<file path="src/rtl/armleocpu_plic_target_arbiter_pkg.sv">
// Shared types for the sequential PLIC target arbiter.
package armleocpu_plic_target_arbiter_pkg;

    typedef enum logic {
        ST_IDLE = 1'b0,
        ST_SCAN = 1'b1
    } arb_state_t;

endpackage

</file>
<file path="src/rtl/armleocpu_plic_matrix_cell.sv">
// One link of the max-priority chain: takes over the running (prio, id)
// only when its own priority is strictly greater, so ties keep the lower ID.
module armleocpu_plic_matrix_cell #(
    parameter int PRIORITY_WIDTH = 3,
    parameter int ID_WIDTH       = 5
) (
    input  logic [PRIORITY_WIDTH-1:0] calc_prio,
    input  logic [ID_WIDTH-1:0]       id,
    input  logic [PRIORITY_WIDTH-1:0] in_prio,
    input  logic [ID_WIDTH-1:0]       in_id,
    output logic [PRIORITY_WIDTH-1:0] out_prio,
    output logic [ID_WIDTH-1:0]       out_id
);

    always_comb begin
        out_prio = in_prio;
        out_id   = in_id;
        if (calc_prio > in_prio) begin
            out_prio = calc_prio;
            out_id   = id;
        end
    end

endmodule

</file>
<file path="src/rtl/armleocpu_plic_target_arbiter.sv">
// Sequential max-priority finder for one PLIC target context: LANES cells per
// clock fold into a registered running maximum until every source has been seen.
//
// state | meaning
// IDLE  | waiting for scan_start (left unconditionally when CONTINUOUS)
// SCAN  | one group of LANES sources folded into the accumulator per clock
module armleocpu_plic_target_arbiter
    import armleocpu_plic_target_arbiter_pkg::*;
#(
    parameter int SOURCES        = 32,
    parameter int PRIORITY_WIDTH = 3,
    parameter int LANES          = 4,
    parameter bit CONTINUOUS     = 1'b0,
    localparam int ID_WIDTH      = $clog2(SOURCES)
) (
    input  logic                              clk,
    input  logic                              rst_n,
    input  logic [SOURCES-1:0]                pending,
    input  logic [SOURCES-1:0]                enable,
    input  logic [SOURCES*PRIORITY_WIDTH-1:0] priority_flat,
    input  logic [PRIORITY_WIDTH-1:0]         threshold,
    input  logic                              scan_start,
    output logic                              scan_busy,
    output logic                              result_valid,
    output logic [ID_WIDTH-1:0]               result_id,
    output logic [PRIORITY_WIDTH-1:0]         result_priority,
    output logic                              eip
);

    // One extra bit on base keeps base+lane from wrapping when SOURCES is a power of two.
    localparam int BASE_W = ID_WIDTH + 1;
    localparam int EXT    = 1 << BASE_W;

    arb_state_t state, state_next;
    logic group_en, group_last, last_group;

    logic [BASE_W-1:0]         base;
    logic [PRIORITY_WIDTH-1:0] acc_prio;
    logic [ID_WIDTH-1:0]       acc_id;

    logic [PRIORITY_WIDTH-1:0] calc_prio  [EXT];
    logic [PRIORITY_WIDTH-1:0] chain_prio [LANES+1];
    logic [ID_WIDTH-1:0]       chain_id   [LANES+1];
    logic [BASE_W-1:0]         lane_id    [LANES];

    // ID 0 is reserved; its bits are intentionally dropped.
    logic unused_bits;
    assign unused_bits = ^{pending[0], enable[0], priority_flat[PRIORITY_WIDTH-1:0]};

    // Effective priority per ID, padded with zeros past SOURCES so lanes never index out of range.
    for (genvar i = 0; i < EXT; i++) begin : g_calc
        if (i > 0 && i < SOURCES) begin : g_src
            assign calc_prio[i] = (pending[i] && enable[i])
                                ? priority_flat[i*PRIORITY_WIDTH +: PRIORITY_WIDTH] : '0;
        end else begin : g_none
            assign calc_prio[i] = '0;
        end
    end

    assign chain_prio[0] = acc_prio;
    assign chain_id[0]   = acc_id;

    for (genvar l = 0; l < LANES; l++) begin : g_lane
        assign lane_id[l] = base + BASE_W'(l);

        armleocpu_plic_matrix_cell #(
            .PRIORITY_WIDTH (PRIORITY_WIDTH),
            .ID_WIDTH       (ID_WIDTH)
        ) u_cell (
            .calc_prio (calc_prio[lane_id[l]]),
            .id        (lane_id[l][ID_WIDTH-1:0]),
            .in_prio   (chain_prio[l]),
            .in_id     (chain_id[l]),
            .out_prio  (chain_prio[l+1]),
            .out_id    (chain_id[l+1])
        );
    end

    assign last_group = (int'(base) + LANES) >= SOURCES;

    always_ff @(posedge clk or negedge rst_n) begin
        if (!rst_n) begin
            state <= ST_IDLE;
        end else begin
            state <= state_next;
        end
    end

    always_comb begin
        state_next = state;
        case (state)
            ST_IDLE: if (scan_start || CONTINUOUS) state_next = ST_SCAN;
            ST_SCAN: if (last_group && !CONTINUOUS) state_next = ST_IDLE;
            default: state_next = ST_IDLE;
        endcase
    end

    always_comb begin
        scan_busy  = (state == ST_SCAN);
        group_en   = (state == ST_SCAN);
        group_last = (state == ST_SCAN) && last_group;
    end

    // Accumulator is held cleared while idle, so every scan starts from (0, 0).
    always_ff @(posedge clk or negedge rst_n) begin
        if (!rst_n) begin
            base            <= '0;
            acc_prio        <= '0;
            acc_id          <= '0;
            result_valid    <= 1'b0;
            result_id       <= '0;
            result_priority <= '0;
            eip             <= 1'b0;
        end else begin
            result_valid <= 1'b0;
            if (!group_en || group_last) begin
                base     <= '0;
                acc_prio <= '0;
                acc_id   <= '0;
            end else begin
                base     <= base + BASE_W'(LANES);
                acc_prio <= chain_prio[LANES];
                acc_id   <= chain_id[LANES];
            end
            if (group_last) begin
                result_id       <= chain_id[LANES];
                result_priority <= chain_prio[LANES];
                eip             <= (chain_prio[LANES] > threshold);
                result_valid    <= 1'b1;
            end
        end
    end

endmodule

</file>
<file path="config.mk">
export PLATFORM = sky130hd
export DESIGN_NAME = armleocpu_plic_target_arbiter
export DESIGN_NICKNAME = d
export VERILOG_FILES = /design/src/rtl/armleocpu_plic_target_arbiter_pkg.sv /design/src/rtl/armleocpu_plic_matrix_cell.sv /design/src/rtl/armleocpu_plic_target_arbiter.sv
export SDC_FILE = /design/constraint.sdc
export NUM_CORES = 1
export LEC_CHECK = 0
export CAP_MARGIN = 20
export CELL_PAD_IN_SITES_DETAIL_PLACEMENT = 1
export CELL_PAD_IN_SITES_GLOBAL_PLACEMENT = 2
export CORE_ASPECT_RATIO = 1.4
export CORE_MARGIN = 3
export CORE_UTILIZATION = 16
export DETAILED_ROUTE_END_ITERATION = 6
export GPL_TIMING_DRIVEN = 0
export PLACE_DENSITY = 0.79
export SYNTH_ARGS = -nofsm -noshare
export SYNTH_HDL_FRONTEND = slang
export SYNTH_SLANG_ARGS = --single-unit
</file>
<file path="constraint.sdc">
create_clock -name clk -period 6.6 [get_ports clk]
set_input_delay 1.32 -clock clk [delete_from_list [all_inputs] [get_ports clk]]
set_output_delay 1.32 -clock clk [all_outputs]
set_load 0.01 [all_outputs]
</file>
[Word-level counts from Yosys, hierarchy flattened]
Index checks and enable logic that the tools add are counted.
Operators by class
  add/sub/neg operators: 5
  $lt $le $gt $ge: 10
  mux-type cells: 58
  bitwise logic cells: 5
  reductions and logical operators: 34
Operators by type and width (count)
  $mux 3: 44
  $bmux 3 s6: 4
  $logic_and 1x1->1: 32
  $ge 7x7->1 const B: 4
  $not 6->7: 4
  $mux 5: 5
  $gt 3x3->1: 5
  $add 6x2->6 const B: 2
  $add 6x3->7 const B: 1
  $ge 7x6->1 const B: 1
  $add 6x1->6 const B: 1
  $add 6x3->6 const B: 1
  $mux 6: 1
  $mux 1: 3
  $pmux 1 s2: 1
  $logic_not 1->1: 1
  $logic_or 1x1->1: 1
  $not 1->1: 1
Storage, ports and cells
  register bits: 25
  logic and storage cells: 120

[Depth between registers and ports, before layout]
Gate-level depths: netlist of run 1.
  depth after elaboration: 14
  gate-level depth with buffers: 34
  gate-level depth less buffers: 33

[Hierarchy]
Synthesis of run 1 repeated with hierarchy kept, for this count alone.
Second synthesis, totals
  cells, all modules: 286
  area total of the unflattened synthesis: 2656.3 um^2
By module, submodules not included
  armleocpu_plic_target_arbiter: instances 1, cells an instance 210, area an instance 1920.6 um^2, seq. area each 575.6 um^2
  armleocpu_plic_matrix_cell: instances 4, cells an instance 19, area an instance 183.9 um^2, seq. area each 0.0 um^2

[Worst setup path after synthesis of run 1]
No wires, ideal clock.
  path kind: input -> register
  from: input port pending[12]
  to: register eip
  setup time: 0.129 ns
  arrival: 7.884 ns
  data required time: 6.471 ns
  setup slack: -1.413 ns
  cell stages on the path: 32
  buffers on the path: 0
  path through: and3_1 > a22o_1 > a221oi_1 > nor3_1 > ha_1 > and3b_1 > o21ai_0 > or2_1 > o31a_1 > ha_1 > nor2b_1 > o21ai_1 > or4b_1 > o31ai_1 > nor2_1 > ha_1 > o21ai_0 > a21boi_0 > nand2_1 > o21a_1 > ha_1 > nor2b_1 > o21ai_0 > a21boi_0 > nor2_1 > and3_1 > nor2_1 > ha_1 > nor2b_1 > o21a_1 > o21ai_0 > o21ai_0
RTL lines
  start, declared: line armleocpu_plic_target_arbiter.sv:18  | input logic [SOURCES-1:0] pending,
  end signal, assigned: line armleocpu_plic_target_arbiter.sv:128  | eip <= (chain_prio[LANES] > threshold);
  end, declared: line armleocpu_plic_target_arbiter.sv:27  | output logic eip

==> results of run 1 <==
[worst max-delay path by stage]
| stage | from | to | slack, ps | depth (start not counted) |
|---|---|---|---|---|
| final | enable[4] | eip$_DFFE_PN0P_ | -790 | 35 |
| after global routing | pending[12] | eip$_DFFE_PN0P_ | -1080 | 32 |
| after CTS | enable[4] | eip$_DFFE_PN0P_ | -920 | 33 |
| after detailed placement | pending[4] | eip$_DFFE_PN0P_ | -1940 | 33 |
| after global placement | pending[12] | eip$_DFFE_PN0P_ | -1750 | 33 |
| after floorplan | pending[12] | eip$_DFFE_PN0P_ | -630 | 32 |
[registers in the layout, indices dropped and copies added, names as in the netlist]
name / cells
acc_id: 5
acc_prio: 3
base: 4
eip: 1
result_id: 5
result_priority: 3
result_valid: 1
scan_busy: 1
[cell families after synthesis]
kind of cell	Yosys count	synth area share, %
xor gates and xnor gates	1	0.3466
DFF	23	22.77
other	1	0.1484
and+or+nand+nor	123	26.63
AOI/OAI and AO/OA	107	34.90
buffers and inverters	25	4.356
adders and majority gates	17	8.416
muxes	6	2.426
[final cells by class]
type	count	area share [%]
well taps	192	4.657
plain buffers	13	1.455
repair buffers	199	36.77
inverters	12	0.8732
clock inverters	1	0.09702
multi-input cells	255	43.49
diodes	1	0.04851
flip-flops and latches	23	11.16
clock buffers	3	1.455
[tightest hold or removal path, delay by kind of cell, from the launching register on]
kind,cells,cell delay (ps)
flops,1,340
simple gates,1,50
compound gates,1,60
[stage by stage]
step / util (%) / cells
after global placement: 29.78 / 666
after CTS: 32.44 / 687
after floorplan: - / 303
after detailed placement: 29.78 / 666
after global routing: 33.82 / 699
final: 33.82 / 699
[Yosys cell counts (5+ instances only)]
cell | number | area, um2
nand3_1 | 32 | 160.2
dfrtp_1 | 23 | 575.6
nand2_1 | 21 | 78.83
a221oi_1 | 17 | 148.9
ha_1 | 17 | 212.7
nor2_1 | 17 | 63.81
a31oi_1 | 16 | 100.1
o21ai_0 | 13 | 65.06
a221o_1 | 12 | 120.1
inv_1 | 12 | 45.04
and3_1 | 10 | 62.56
a22oi_1 | 8 | 60.06
and3b_1 | 8 | 70.07
clkbuf_1 | 6 | 22.52
mux2i_1 | 5 | 50.05
nand4_1 | 5 | 31.28
nor3_1 | 5 | 25.02
[routing by layer]
metal / track usage, % / up-vias / routed length [um]
met2: 31.94 / 109 / 8204
met1: 17.25 / 1717 / 5459
met3: 2.192 / 10 / 719
met5: 0 / - / 0
li1: - / 1636 / -
met4: 2.692 / 0 / 184
[power by group through the flow]
stage | logic (mW) | clock network, mW | registers [mW]
final | 1.32 | 0.132 | 0.201
after global routing | 1.43 | 0.140 | 0.207
after CTS | 1.12 | 0.134 | 0.202
after detailed placement | 0.839 | 0 | 0.201
after global placement | 0.814 | 0 | 0.200
after floorplan | 0.527 | 0 | 0.206
[timing repair]
item / in CTS / in global routing
endpoints found under the setup margin: 17 / 17
pin swaps: 52 / 30
buffers inserted: 17 / 10
gates resized for setup: 95 / 26
==> reports/qor.yml, run 1 <==
p_total_mw: 1.655
cpMostUsedCell: "o21ai_4"
worst-slew-pin-transition_ps: 889.4
fin_setup_tns_ps: -4650
worstHoldStart: "eip$_DFFE_PN0P_"
status: "finished, violations left"
design.core.area_mm2: 0.01525
drive_gt1_share_pct: 23.12
dr_total_vias: 3472
antenna_found_initial: 1
finalClockSkew_ps: 1.967
h-tree-depth: 1
p_switching_mw: 0.6898
worst_path_max_delay_cell: "ha_1"
seq_area_frac_synth_pct: 22.77
post-route-worst-setup-slack_ps: -793.4
grt_overflow: 0
violations: "setup timing"
grt_max_degree: 24
yosys_register_bits: 23
required_ps: 6740
clkLatencyLatePin_ps: 250
cts_buffers: 3
hp-class: "reg2reg"
cp_max_fo: 5
cts_tree: "built"
path_clk_slew_ps: 60
cellLeakagePower_nw: 2.065
ys.flop_type: "dfrtp_1"
r2r_end: "eip$_DFFE_PN0P_"
setup_viol: 12
async_reset_ff_share_pct: 100.0
syn_nets: 486
track_usage_pct: 15.78
dp_hpwl_mm: 11.67
cts_root_buf: "clkbuf_16"
hold_buffers: 0
via_per_inst: 4.967
final-hold-violation-count: 0
final_antenna_net_count: 0
synth_area_mm2: 0.002527
slew_headroom_pct: 40.71
avgRoutedWirePerCell_um: 20.84
slowest_delay_ps: 380
io_buffers: 171
drv_cap: 0
pwr-share-clk_pct: 8.0
synth_cell_type_count: 59
syn_inst: 303
fill_cells: 1786
drcViolationCount: 0
finalCritPeriodShare_pct: 112.0
ios: 177
rr_worst_depth: 35
internal_power_mw: 0.9650
pwr_density_cell_mw_per_mm2: 320.8
place_area_mm2: 0.004542
criticalPathCategory: "in2reg"
sequentialPowerShare_pct: 12.1
grt_first_pass_wirelength_mm: 21.91
r2r-start: "base[2]$_DFF_PN0_"
seq_area_um2: 575.6
nets: 690
start_util_pct: 16.57
period_needed_ps: 7393
layout_commonest_cell: "clkdlybuf4s50_1"
dieHeight_um: 154.7
critPathTopFamily: "compound AO/OA/AOI/OAI gates"
path_buf_inv: 2
multi_input_area_mm2: 0.002243
fmax_mhz: 135.3
share_comb_of_total_power_pct: 79.9
routed_wl_mm: 14.57
syn_to_final_growth_pct: 104.1
cp.arrival_ps: 7530
cts_buffer_depth: 2
synth_edf_count: 0
synth_warnings: 0
post-place-ws_ps: -1940
final_cell_mix: "clkdlybuf4s50_1, nand3_1, buf_4"
r2r_setup_slack_ps: -640
die_w_um: 112.2
gp_congestion: 0.8378
dieArea_mm2: 0.01736
min_to: "eip$_DFFE_PN0P_"
drtIter0Drc: 133
holdWs_ps: 494.8
design_area_mm2: 0.005159
end_kind: "flip-flop"
firstDrtPassIters: 4
grt_pass1_vias: 3846
cts_sinks: 23
hold_path_depth: 2
grt_setup_unrepaired: "true"
avgSynthCellArea_um2: 8.341
netSwitchingFraction_pct: 41.68
irDropWorstVdd_mv: 0.2756
startpoint_type: "input port"
rows: 53
maxSlewViolCount: 0
(Power assumes the default switching activity.)
==> run 2, diff against run 1 <==
--- a/config.mk
+++ b/config.mk
@@ -14,6 +14,7 @@
 export DETAILED_ROUTE_END_ITERATION = 6
 export GPL_TIMING_DRIVEN = 0
 export PLACE_DENSITY = 0.79
+export SKIP_CTS_REPAIR_TIMING = 1
 export SYNTH_ARGS = -nofsm -noshare
 export SYNTH_HDL_FRONTEND = slang
 export SYNTH_SLANG_ARGS = --single-unit
==> reports/qor.yml, run 2 (synthesized netlist as in run 1, its figures left out) <==
status: "finished, violations left"  # unchanged
violations: "setup timing"  # unchanged
drive_gt1_share_pct: 18.05  # was 23.12%
end_kind: "flip-flop"  # unchanged
clkLatencyLatePin_ps: 250  # about the same
track_usage_pct: 15.18  # was 15.78%
rr_worst_depth: 33  # was 35
final_antenna_net_count: 0  # unchanged
fin_setup_tns_ps: -9236  # was -4650 ps
cts_sinks: 23  # unchanged
h-tree-depth: 1  # unchanged
dieHeight_um: 154.7  # unchanged
slew_headroom_pct: 43.09  # was 40.71%
syn_to_final_growth_pct: 100.9  # was 104.1%
worst_path_max_delay_cell: "or4b_4"  # was ha_1
die_w_um: 112.2  # unchanged
slowest_delay_ps: 500  # was 380 ps
cellLeakagePower_nw: 2.140  # was 2.065 nW
cp.arrival_ps: 7940  # was 7530 ps
irDropWorstVdd_mv: 0.2094  # was 0.2756 mV
r2r_setup_slack_ps: -1060  # was -640 ps
avgRoutedWirePerCell_um: 20.81  # was 20.84 um
hp-class: "reg2reg"  # unchanged
grt_overflow: 0  # unchanged
cts_tree: "built"  # unchanged
wl_met2_mm: 7.932  # was 8.204 mm
start_util_pct: 16.57  # unchanged
drcViolationCount: 0  # unchanged
place_area_mm2: 0.004542  # unchanged
via_per_inst: 4.977  # was 4.967
grt_setup_unrepaired: "true"  # unchanged
io_buffers: 171  # unchanged
design.core.area_mm2: 0.01525  # unchanged
pwr_density_cell_mw_per_mm2: 297.6  # was 320.8 mW/mm2
dp_hpwl_mm: 11.67  # unchanged
gp_congestion: 0.8378  # unchanged
antenna_found_initial: 1  # unchanged
seq_area_um2: 575.6  # unchanged
cts_buffers: 3  # unchanged
startpoint_type: "input port"  # unchanged
period_needed_ps: 7803  # was 7393 ps
drv_cap: 0  # unchanged
r2r_end: "eip$_DFFE_PN0P_"  # unchanged
drtIter0Drc: 112  # was 133
setup_viol: 17  # was 12
top_layer: "met4"  # unchanged
maxSlewViolCount: 0  # unchanged
design_area_mm2: 0.005079  # was 0.005159 mm2
dieArea_mm2: 0.01736  # unchanged
r2r-start: "base[2]$_DFF_PN0_"  # unchanged
fill_cells: 1778  # was 1786
crit_start: "priority_flat[72]"  # was enable[4]
final_cell_count_no_fill: 686  # was 699
required_ps: 6740  # about the same
cp_max_fo: 5  # unchanged
cts_buffer_depth: 2  # unchanged
routed-wl-met3_um: 716  # was 719 um
finalCritPeriodShare_pct: 118.2  # was 112.0%
finalClockSkew_ps: 2.545  # was 1.967 ps
path_clk_slew_ps: 60  # about the same
wl_met1_mm: 5.413  # was 5.459 mm
rows: 53  # unchanged
post-route-worst-setup-slack_ps: -1203  # was -793.4 ps
nets: 677  # was 690
cts_root_buf: "clkbuf_16"  # unchanged
hold_path_depth: 2  # unchanged
fmax_mhz: 128.2  # was 135.3 MHz
dr_total_vias: 3414  # was 3472
final-hold-violation-count: 0  # unchanged
routed_wl_mm: 14.27  # was 14.57 mm
place_inst: 666  # unchanged
grt_max_degree: 24  # unchanged
ios: 177  # unchanged
top_regs: "acc_id x5, result_id x5, base x4"  # unchanged
firstDrtPassIters: 4  # unchanged
cp-endpoint: "eip$_DFFE_PN0P_"  # unchanged
criticalPathCategory: "in2reg"  # unchanged
multi_input_area_mm2: 0.002180  # was 0.002243 mm2
final_cell_mix: "clkdlybuf4s50_1, nand3_1, dfrtp_1"  # was clkdlybuf4s50_1, nand3_1, buf_4
grt_pass1_vias: 3713  # was 3846
layout_commonest_cell: "clkdlybuf4s50_1"  # unchanged
grt_first_pass_wirelength_mm: 21.05  # was 21.91 mm
worst-slew-pin-transition_ps: 844.4  # was 889.4 ps
run 2: how the worst min path moves through the flow:
stage / to / slack [ps] / start
finish: eip$_DFFE_PN0P_ / 490 / eip$_DFFE_PN0P_
global route: eip$_DFFE_PN0P_ / 530 / eip$_DFFE_PN0P_
CTS: eip$_DFFE_PN0P_ / 490 / eip$_DFFE_PN0P_
detailed placement: result_id[1]$_DFFE_PN0P_ / 470 / result_id[1]$_DFFE_PN0P_
global placement: result_id[1]$_DFFE_PN0P_ / 470 / result_id[1]$_DFFE_PN0P_
floorplan: acc_id[4]$_DFF_PN0_ / 480 / acc_id[4]$_DFF_PN0_
run 2: area by class of cell:
cell class	count	area share, %
Timing Repair Buffer	186	37.08
Clock buffer	3	1.478
Multi-Input combinational cell	255	42.92
Tap cell	192	4.730
Buffer	13	1.429
Sequential cell	23	11.33
Inverter	12	0.8869
Clock inverter	1	0.09855
Antenna cell	1	0.04927
run 2: where the power goes:
part | switching [mW] | internal (mW) | leakage, nW | total, mW
combinational | 0.557 | 0.622 | 1.80 | 1.18
sequential | 0.0248 | 0.176 | 0.304 | 0.201
clock | 0.0500 | 0.0815 | 0.0409 | 0.131
run 2: metal layers:
layer	up-vias	GRT usage, %
li1	1609	-
met1	1680	16.79
met2	115	30.18
met3	10	2.270
met4	0	2.978
met5	-	0
run 2: per-stage QoR:
stage               utilization, %  setup WS (ps)  hold WS, ps  power (mW)
floorplan                        -         -634.8        479.5      0.7331
global placement             29.78          -1752        472.7       1.014
global route                 33.30          -1420        525.5       1.619
CTS                          30.30          -1700        493.8       1.182
detailed placement           29.78          -1940        472.0       1.040
finish                       33.30          -1203        493.7       1.511
run 2: worst max-delay path, delay by kind of cell:
| kind | cells | cell delay, ps |
|---|---|---|
| compound gates | 14 | 2660 |
| fa+ha+maj | 5 | 1340 |
| buf+inv | 1 | 460 |
| simple gates | 12 | 2160 |
